### src/rtl/pipe_hazard_ctrl.sv
// Pipeline hazard control for the 5-stage MIPS core: load-use stalls, branch/jump
// flushes and multi-cycle mult/div sequencing with a saturating stall counter.
module pipe_hazard_ctrl #(
    parameter int MD_LATENCY = 32,
    parameter int CNT_W      = 6,
    parameter int STAT_W     = 16
) (
    input  logic              clk,
    input  logic              reset,
    input  logic [4:0]        id_rs,
    input  logic [4:0]        id_rt,
    input  logic              id_uses_rs,
    input  logic              id_uses_rt,
    input  logic              id_jump,
    input  logic              id_md_start,
    input  logic              id_md_use,
    input  logic [4:0]        ex_rd,
    input  logic              ex_memread,
    input  logic              ex_branch_taken,
    output logic              insert_nop,
    output logic              PCdst,
    output logic              pc_en,
    output logic              id_ex_bubble,
    output logic              md_busy,
    output logic              md_done,
    output logic [STAT_W-1:0] stall_cycles
);

    typedef enum logic [0:0] {
        RUN     = 1'b0,
        MD_WAIT = 1'b1
    } state_e;

    localparam logic [CNT_W-1:0] MD_RELOAD = CNT_W'(MD_LATENCY - 1);

    state_e             state_q, state_d;
    logic [CNT_W-1:0]   md_cnt_q, md_cnt_d;
    logic               md_done_q, md_done_d;
    logic [STAT_W-1:0]  stall_q, stall_d;

    logic lu_haz;
    logic md_haz;
    logic redirect;
    logic md_issue;
    logic md_zero;

    // Same-cycle hazard terms
    always_comb begin
        md_zero  = (md_cnt_q == {CNT_W{1'b0}});
        lu_haz   = ex_memread && (ex_rd != 5'd0) &&
                   ((id_uses_rs && (id_rs == ex_rd)) || (id_uses_rt && (id_rt == ex_rd)));
        md_haz   = (state_q == MD_WAIT) && id_md_use && !md_zero;
        redirect = ex_branch_taken || id_jump;
        md_issue = id_md_start && !ex_branch_taken && !lu_haz;
    end

    // Prioritised pipeline control outputs; reset forces the pipeline to free-run
    always_comb begin
        insert_nop   = 1'b0;
        PCdst        = 1'b0;
        id_ex_bubble = 1'b0;
        pc_en        = 1'b1;
        if (reset) begin
            insert_nop = 1'b0;
        end else if (redirect) begin
            // A taken branch also kills the wrong-path instruction already in ID
            PCdst        = 1'b1;
            id_ex_bubble = ex_branch_taken;
        end else if (lu_haz || md_haz) begin
            insert_nop   = 1'b1;
            pc_en        = 1'b0;
            id_ex_bubble = 1'b1;
        end else begin
            insert_nop = 1'b0;
        end
    end

    // Mult/div sequencer; a committed operation keeps counting through flushes
    always_comb begin
        state_d   = state_q;
        md_cnt_d  = md_cnt_q;
        md_done_d = 1'b0;
        case (state_q)
            RUN: begin
                if (md_issue) begin
                    state_d  = MD_WAIT;
                    md_cnt_d = MD_RELOAD;
                end else begin
                    state_d = RUN;
                end
            end
            MD_WAIT: begin
                if (md_zero) begin
                    md_done_d = 1'b1;
                    if (md_issue) begin
                        md_cnt_d = MD_RELOAD;
                    end else begin
                        state_d = RUN;
                    end
                end else begin
                    md_cnt_d = md_cnt_q - CNT_W'(1);
                end
            end
            default: begin
                state_d  = RUN;
                md_cnt_d = {CNT_W{1'b0}};
            end
        endcase
    end

    // Saturating count of stalled cycles
    always_comb begin
        if (insert_nop && !(&stall_q)) begin
            stall_d = stall_q + STAT_W'(1);
        end else begin
            stall_d = stall_q;
        end
    end

    // State registers
    always_ff @(posedge clk or posedge reset) begin
        if (reset) begin
            state_q   <= RUN;
            md_cnt_q  <= {CNT_W{1'b0}};
            md_done_q <= 1'b0;
            stall_q   <= {STAT_W{1'b0}};
        end else begin
            state_q   <= state_d;
            md_cnt_q  <= md_cnt_d;
            md_done_q <= md_done_d;
            stall_q   <= stall_d;
        end
    end

    assign md_busy      = (state_q == MD_WAIT);
    assign md_done      = md_done_q;
    assign stall_cycles = stall_q;

endmodule

### config.mk
export PLATFORM = sky130hd
export DESIGN_NAME = pipe_hazard_ctrl
export DESIGN_NICKNAME = d
export VERILOG_FILES = /design/src/rtl/pipe_hazard_ctrl.sv
export SDC_FILE = /design/constraint.sdc
export NUM_CORES = 1
export LEC_CHECK = 0
export ABC_AREA = 1
export CAP_MARGIN = 20
export CELL_PAD_IN_SITES_DETAIL_PLACEMENT = 0
export CELL_PAD_IN_SITES_GLOBAL_PLACEMENT = 2
export CORE_MARGIN = 2
export CORE_UTILIZATION = 26
export CTS_CLUSTER_SIZE = 30
export DETAILED_ROUTE_END_ITERATION = 12
export GPL_TIMING_DRIVEN = 0
export PLACE_DENSITY_LB_ADDON = 0.3
export SKIP_CTS_REPAIR_TIMING = 1
export SLEW_MARGIN = 20
export SYNTH_ARGS = -nofsm -noshare
export SYNTH_HDL_FRONTEND = slang
export SYNTH_SLANG_ARGS = --single-unit
### constraint.sdc
create_clock -name clk -period 1.9 [get_ports clk]
set_clock_uncertainty 0.2 [all_clocks]
set_input_delay 0.285 -clock clk [delete_from_list [all_inputs] [get_ports clk]]
set_output_delay 0.285 -clock clk [all_outputs]
set_load 0.005 [all_outputs]
==> results of run 1 <==
[cells in the final DEF (no fill, tap or decap), types with 2 or more instances in the layout]
cell type,instances
nand3b_1,2
nor3_1,2
xor2_1,6
dlymetal6s2s_1,18
buf_6,3
nand3_4,2
nand3_1,18
buf_4,18
nor3_2,2
inv_2,11
nand4_4,2
inv_1,34
nor2_1,16
nand4_1,20
nor2_4,3
dlygate4sd3_1,3
nand2_8,2
nand2_4,3
xnor2_1,2
nor2_2,3
nand2_2,4
clkdlybuf4s50_1,25
clkbuf_8,4
nand2_1,81
dfrtp_1,23
o21ai_1,3
[state kept, by name (all words and copies together) (netlist names)]
register      flops
md_done           1
md_busy           1
md_cnt_q          6
stall_cycles     16
[metal layers]
layer | routed length [µm] | vias up
met2 | 2270 | 31
met1 | 2350 | 799
li1 | - | 942
met4 | 77 | 0
met3 | 177 | 7
met5 | 0 | -
[kinds of logic after synthesis]
kind of cell	Yosys count
simple gates	163
buf+inv	52
flops	24
xor+xnor	8
compound gates	5
fa+ha+maj	3
[area by class of cell]
cell class | count | area (µm²) | area share [%]
Buffer | 5 | 50.0 | 1.84
Tap cell | 80 | 100 | 3.68
Multi-Input combinational cell | 179 | 1050 | 38.6
Clock buffer | 4 | 55.1 | 2.03
Inverter | 47 | 188 | 6.91
Sequential cell | 24 | 602 | 22.1
Timing Repair Buffer | 66 | 674 | 24.8
[worst reg2reg max path, delay by kind of cell, from the launching register on]
| kind | cells | cell delay [ns] |
|---|---|---|
| fa+ha+maj | 1 | 0.15 |
| flops | 1 | 0.38 |
| buf+inv | 4 | 0.47 |
| simple gates | 6 | 0.45 |
[power groups by stage]
stage	Sequential, mW	Clock [mW]	Combinational [mW]
finish	0.579	0.363	0.302
global route	0.582	0.402	0.339
CTS	0.574	0.388	0.258
detailed placement	0.584	0	0.257
global placement	0.582	0	0.256
floorplan	0.579	0	0.115
[worst max path at each step]
stage	cells past startpoint	endpoint	slack, ns
6_report	11	id_ex_bubble	-0.20
5_1_grt	11	id_ex_bubble	-0.28
4_1_cts	6	id_ex_bubble	-0.98
3_5_place_dp	6	id_ex_bubble	-0.98
3_3_place_gp	6	id_ex_bubble	-0.97
2_1_floorplan	10	id_ex_bubble	0.09
[through the flow]
| stage | util, % | setup slack [ns] | hold WS [ns] | std cells | power (mW) |
|---|---|---|---|---|---|
| floorplan | - | 0.0910 | 0.108 | 255 | 0.694 |
| global placement | 34.8 | -0.975 | 0.316 | 380 | 0.838 |
| detailed placement | 34.8 | -0.984 | 0.318 | 380 | 0.841 |
| CTS | 35.6 | -0.978 | 0.343 | 384 | 1.22 |
| global route | 40.7 | -0.285 | 0.282 | 405 | 1.32 |
| finish | 40.7 | -0.203 | 0.239 | 405 | 1.24 |
==> results.tsv, run 1 <==
stage	metric	value	unit
status	status	complete, but fails checks	
status	violations	negative setup slack	
setup_path	startpoint	md_cnt_q[0]	
power	ir_drop	291	µV
synthesis	yosysMostFrequentCell	nand2_1	
power	switching_share	28.3	%
synthesis	synth_top_family_by_area	simple AND/OR/NAND/NOR gates	
grt	grt_max_degree	26	
finish	final_nets	353	
synthesis	synth_edf_count	0	
setup_path	crit_path_start_kind	flop	
setup_path	r2r_end	stall_cycles[12]	
timing	fin_crit_sh	111	%
setup_path	r2r_slack	0.15	ns
synthesis	synth_async_sr_flop_share	100	%
routing	via_count	1779	
finish	insertedDiodeCount	0	
grt	grt_use_met3	2.29	%
synthesis	yosysUniqueCellTypes	27	
clock_tree	cts-root-buf	clkbuf_8	
synthesis	synth-xor-area-share	3.95	%
synthesis	synthSimpleGateAreaFrac	46.2	%
setup_path	crit_buf_inv	4	
timing	finalHoldViolations	0	
setup_path	arrival	1.62	ns
synthesis	ys_top_cells_by_area	dfrtp_1 (34%), nand2_1 (18%), inv_1 (7.8%)	
grt	grt_pass1_wl	7.58	mm
die	die_w	86.6	µm
synthesis	muxShareOfSynthArea	0	%
grt	gr-usage-met2	20.2	%
clock_tree	clockBufferDepth	2	
routing	via_per_inst	4.39	
power	power_density	458	mW/mm²
setup_path	cp_top_family	simple AND/OR/NAND/NOR gates	
timing	timing.final.ws_setup	-0.203	ns
power	clock_power_share	29.2	%
setup_path	end_kind	output pin	
job	cap_violations	0	
routing	wl_per_cell	12.0	µm
routing	initialDrtViolationCount	50	
synthesis	syn_area	0.00177	mm²
setup_path	slowest_stage	dfrtp_1	
synthesis	synthFlopType	dfrtp_1	
timing	fmaxAchievable	0.476	GHz
power	p_leak	1.46	nW
hold_path	min_to	stall_cycles[11]	
die	core	0.00668	mm²
die	initial_core_util	26.5	%
synthesis	synth_top_area_cell	dfrtp_1	
power	p_seq_share	46.5	%
hold_path	hp-start	id_jump	
setup_path	r2r_cells	11	
finish	synthToLayoutAreaGrowth	53.4	%
timing	min_period	2.10	ns
placed_design	gp_congestion	0.723	
grt	grt_busiest_layer	met2	
setup_path	worstPathRequired	1.41	ns
power	power.switching	0.353	mW
die	die_h	86.6	µm
power	intPower	0.891	mW
clock_tree	cts.sinks	24	
synthesis	synthesis.nets	282	
synthesis	ys_seq_area_share	33.9	%
timing	relSlewSlack	39.2	%
timing	finalSetupTns	-0.527	ns
setup_path	path_cells	inv_2 > ha_4 > nand4_4 > nand2_4 > inv_8 > nand2_8 > nand2_8 > buf_8 > nand2_4 > nand2_2 > buf_6	
timing	drv_slew	0	
timing	worstMarginPinSlew	0.909	ns
power	p_comb_share	24.3	%
grt	grt_pass1_vias	1610	
placed_design	hpwlAfterDp	3.40	mm
setup_path	worstPathMaxFanout	5	
hold_path	holdPathStages	5	
die	std_cell_rows	30	
finish	stdcell_area	0.00272	mm²
clock_tree	clk_latency	0.27	ns
routing	finalWirelength	4.87	mm
synthesis	synthTopCellsByCount	nand2_1 (83), inv_1 (37), dfrtp_1 (24), nand4_1 (20), nand3_1 (19)	
synthesis	synth_area_per_cell	6.95	µm²
placed_design	place_area	0.00232	mm²
routing	dr.pass1.iters	4	
hold_path	hp-class	input port to flop	
grt	grt_usage	12.8	%
finish	nFillCells	728	
synthesis	synthAdderAreaFrac	2.12	%
clock_tree	cts_tree	yes	
setup_path	r2r_start	md_cnt_q[0]	
synthesis	syn_inst	255	
grt	use_met1	17.7	%
finish	drive_above_1_share	21.2	%
die	pin_count	46	
synthesis	synth_compound_area_share	1.41	%
setup_path	cp_slowest_stage_delay	0.38	ns
timing	setup_viol	3	
grt	antenna_found_initial	0	
timing	rsz0062_at_grt	true	
clock_tree	clk_pin_slew	0.09	ns
grt	grt-ovfl-total	0	
clock_tree	cts_inserted_buffers	3	
synthesis	synth-seq-cells	24	
clock_tree	htreeDepth	1	
placed_design	numPortBuffers	45	
routing	drc	0	
die	dieArea	0.00749	mm²
synthesis	yosys_warnings	0	
setup_path	setup.worst_path.class	flop to output pin	
routing	ant_nets	0	
synthesis	yosysTopAreaCellShare	33.9	%
Power figures use the tool's default switching activity.
==> inputs of run 2 (changes only) <==
CORE_UTILIZATION = 27   (was 26)
CTS_BUF_LIST = sky130_fd_sc_hd__clkbuf_8   (was default)
CTS_CLUSTER_DIAMETER = 100   (was default)
CTS_CLUSTER_SIZE = 16   (was 30)
==> results.tsv, run 2 (synthesis results as in run 1) <==
stage	metric	value	unit
status	status	complete, but fails checks	
status	violations	negative setup slack	
grt	grt_pass1_wl	7.78	mm
setup_path	r2r_start	stall_cycles[1]	
timing	finalHoldViolations	0	
routing	via_count	1736	
power	switching_share	25.8	%
hold_path	min_to	stall_cycles[11]	
finish	layout_commonest_cell	nand2_1	
power	p_seq_share	44.0	%
clock_tree	clockBufferDepth	2	
power	ir_drop	311	µV
placed_design	pre_cts_ws	-0.988	ns
placed_design	numPortBuffers	45	
clock_tree	htreeDepth	1	
grt	grt_usage	13.2	%
setup_path	arrival	1.61	ns
placed_design	hpwlAfterDp	3.36	mm
setup_path	r2r_slack	0.14	ns
setup_path	worstPathMaxFanout	4	
power	intPower	0.964	mW
setup_path	cp_slowest_stage_delay	0.39	ns
timing	worstMarginPinSlew	0.286	ns
die	die_h	85.0	µm
die	core	0.00635	mm²
die	std_cell_rows	29	
setup_path	setup.worst_path.class	flop to output pin	
power	clock_power_share	35.4	%
timing	timing.final.ws_setup	-0.190	ns
job	cap_violations	0	
finish	drive_above_1_share	19.0	%
finish	largest_register_ffs	16	
die	dieArea	0.00723	mm²
clock_tree	cts_inserted_buffers	3	
power	power_density	495	mW/mm²
finish	final_cell_mix	nand2_1 (83), inv_1 (33), clkdlybuf4s50_1 (25), dfrtp_1 (22), nand4_1 (20)	
routing	finalWirelength	4.71	mm
hold_path	holdPathStages	5	
setup_path	r2r_end	stall_cycles[14]	
clock_tree	cts-root-buf	clkbuf_8	
finish	nFillCells	675	
clock_tree	cts_tree	yes	
routing	drc	0	
finish	synthToLayoutAreaGrowth	48.1	%
setup_path	path_cells	inv_2 > ha_4 > nand4_4 > nand2_4 > inv_8 > nand2_8 > nand2_8 > buf_8 > nand2_4 > nand2_1 > buf_2	
grt	grt-ovfl-total	0	
hold_path	hp-class	input port to flop	
finish	insertedDiodeCount	0	
setup_path	crit_buf_inv	4	
power	power.switching	0.336	mW
finish	multi_input_area	0.00103	mm²
placed_design	gp_congestion	0.757	
die	initial_core_util	27.9	%
placed_design	post-place-cells	377	
setup_path	worstPathRequired	1.41	ns
die	die_w	85.0	µm
finish	area.sequential	603	µm²
clock_tree	cts.sinks	24	
grt	grt_max_degree	26	
routing	ant_nets	0	
timing	setup_viol	3	
timing	fmaxAchievable	0.478	GHz
finish	final_cell_count_no_fill	392	
grt	grt_pass1_vias	1651	
finish	final_nets	343	
routing	initialDrtViolationCount	57	
power	p_leak	1.42	nW
clock_tree	clk_latency	0.27	ns
setup_path	slowest_stage	dfrtp_1	
routing	via_per_inst	4.43	
timing	relSlewSlack	80.9	%
setup_path	cp_top_family	simple AND/OR/NAND/NOR gates	
power	p_comb_share	20.6	%
grt	antenna_found_initial	0	
setup_path	crit_path_start_kind	flop	
hold_path	hp-start	id_jump	
setup_path	end_kind	output pin	
timing	fin_crit_sh	110	%
timing	rsz0062_at_grt	true	
timing	drv_slew	0	
clock_tree	clk_pin_slew	0.10	ns
routing	wl_per_cell	12.0	µm
routing	dr.pass1.iters	4	
die	pin_count	46	
timing	min_period	2.09	ns
setup_path	r2r_cells	8	
[run 2: layer usage]
| metal | vias to the layer above | track usage (%) | part of all wire [%] |
|---|---|---|---|
| met3 | 2 | 2.14 | 4.1 |
| met2 | 26 | 21.3 | 45 |
| met5 | - | 0 | 0 |
| met1 | 786 | 18.5 | 51 |
| li1 | 922 | - | - |
| met4 | 0 | 3.46 | 0.57 |
[run 2: how the worst max path moves through the flow]
| stage | start | cells past startpoint | end |
|---|---|---|---|
| 2_1_floorplan | md_cnt_q[0] | 10 | id_ex_bubble |
| 3_3_place_gp | ex_branch_taken | 6 | id_ex_bubble |
| 3_5_place_dp | ex_branch_taken | 6 | id_ex_bubble |
| 4_1_cts | ex_branch_taken | 6 | id_ex_bubble |
| 5_1_grt | md_cnt_q[1] | 11 | id_ex_bubble |
| 6_report | md_cnt_q[1] | 11 | id_ex_bubble |
[run 2: area by class of cell]
class	count	share of cell area, %
buffer	5	1.91
clock buffer	3	1.57
clock inverter	1	1.14
inverter	47	7.11
multi-input combinational	179	39.4
sequential	24	23.0
tap	77	3.67
timing repair buffer	56	22.2
[run 2: worst min-delay path, cell delays in order]
cell and delay (ns):
dlymetal6s2s_1 0.14, nor3_4 0.08, nand3_1 0.08, nand2_1 0.04, nand2_1 0.05
[run 2: power groups by stage]
stage | Combinational, mW | Clock, mW | Sequential (mW)
6_report | 0.267 | 0.460 | 0.572
5_1_grt | 0.308 | 0.511 | 0.580
4_1_cts | 0.258 | 0.487 | 0.572
3_5_place_dp | 0.257 | 0 | 0.582
3_3_place_gp | 0.254 | 0 | 0.583
2_1_floorplan | 0.115 | 0 | 0.579
[run 2: stage by stage]
step	hold WS (ns)	power (mW)	util (%)	TNS, ns	area (µm²)
after CTS	0.346	1.32	37.6	-3.04	2390
after global placement	0.320	0.837	36.5	-8.46	2320
after floorplan	0.108	0.694	-	0	1770
final	0.231	1.30	41.3	-0.493	2620
after global routing	0.272	1.40	41.3	-0.735	2620
after detailed placement	0.320	0.839	36.5	-8.25	2320
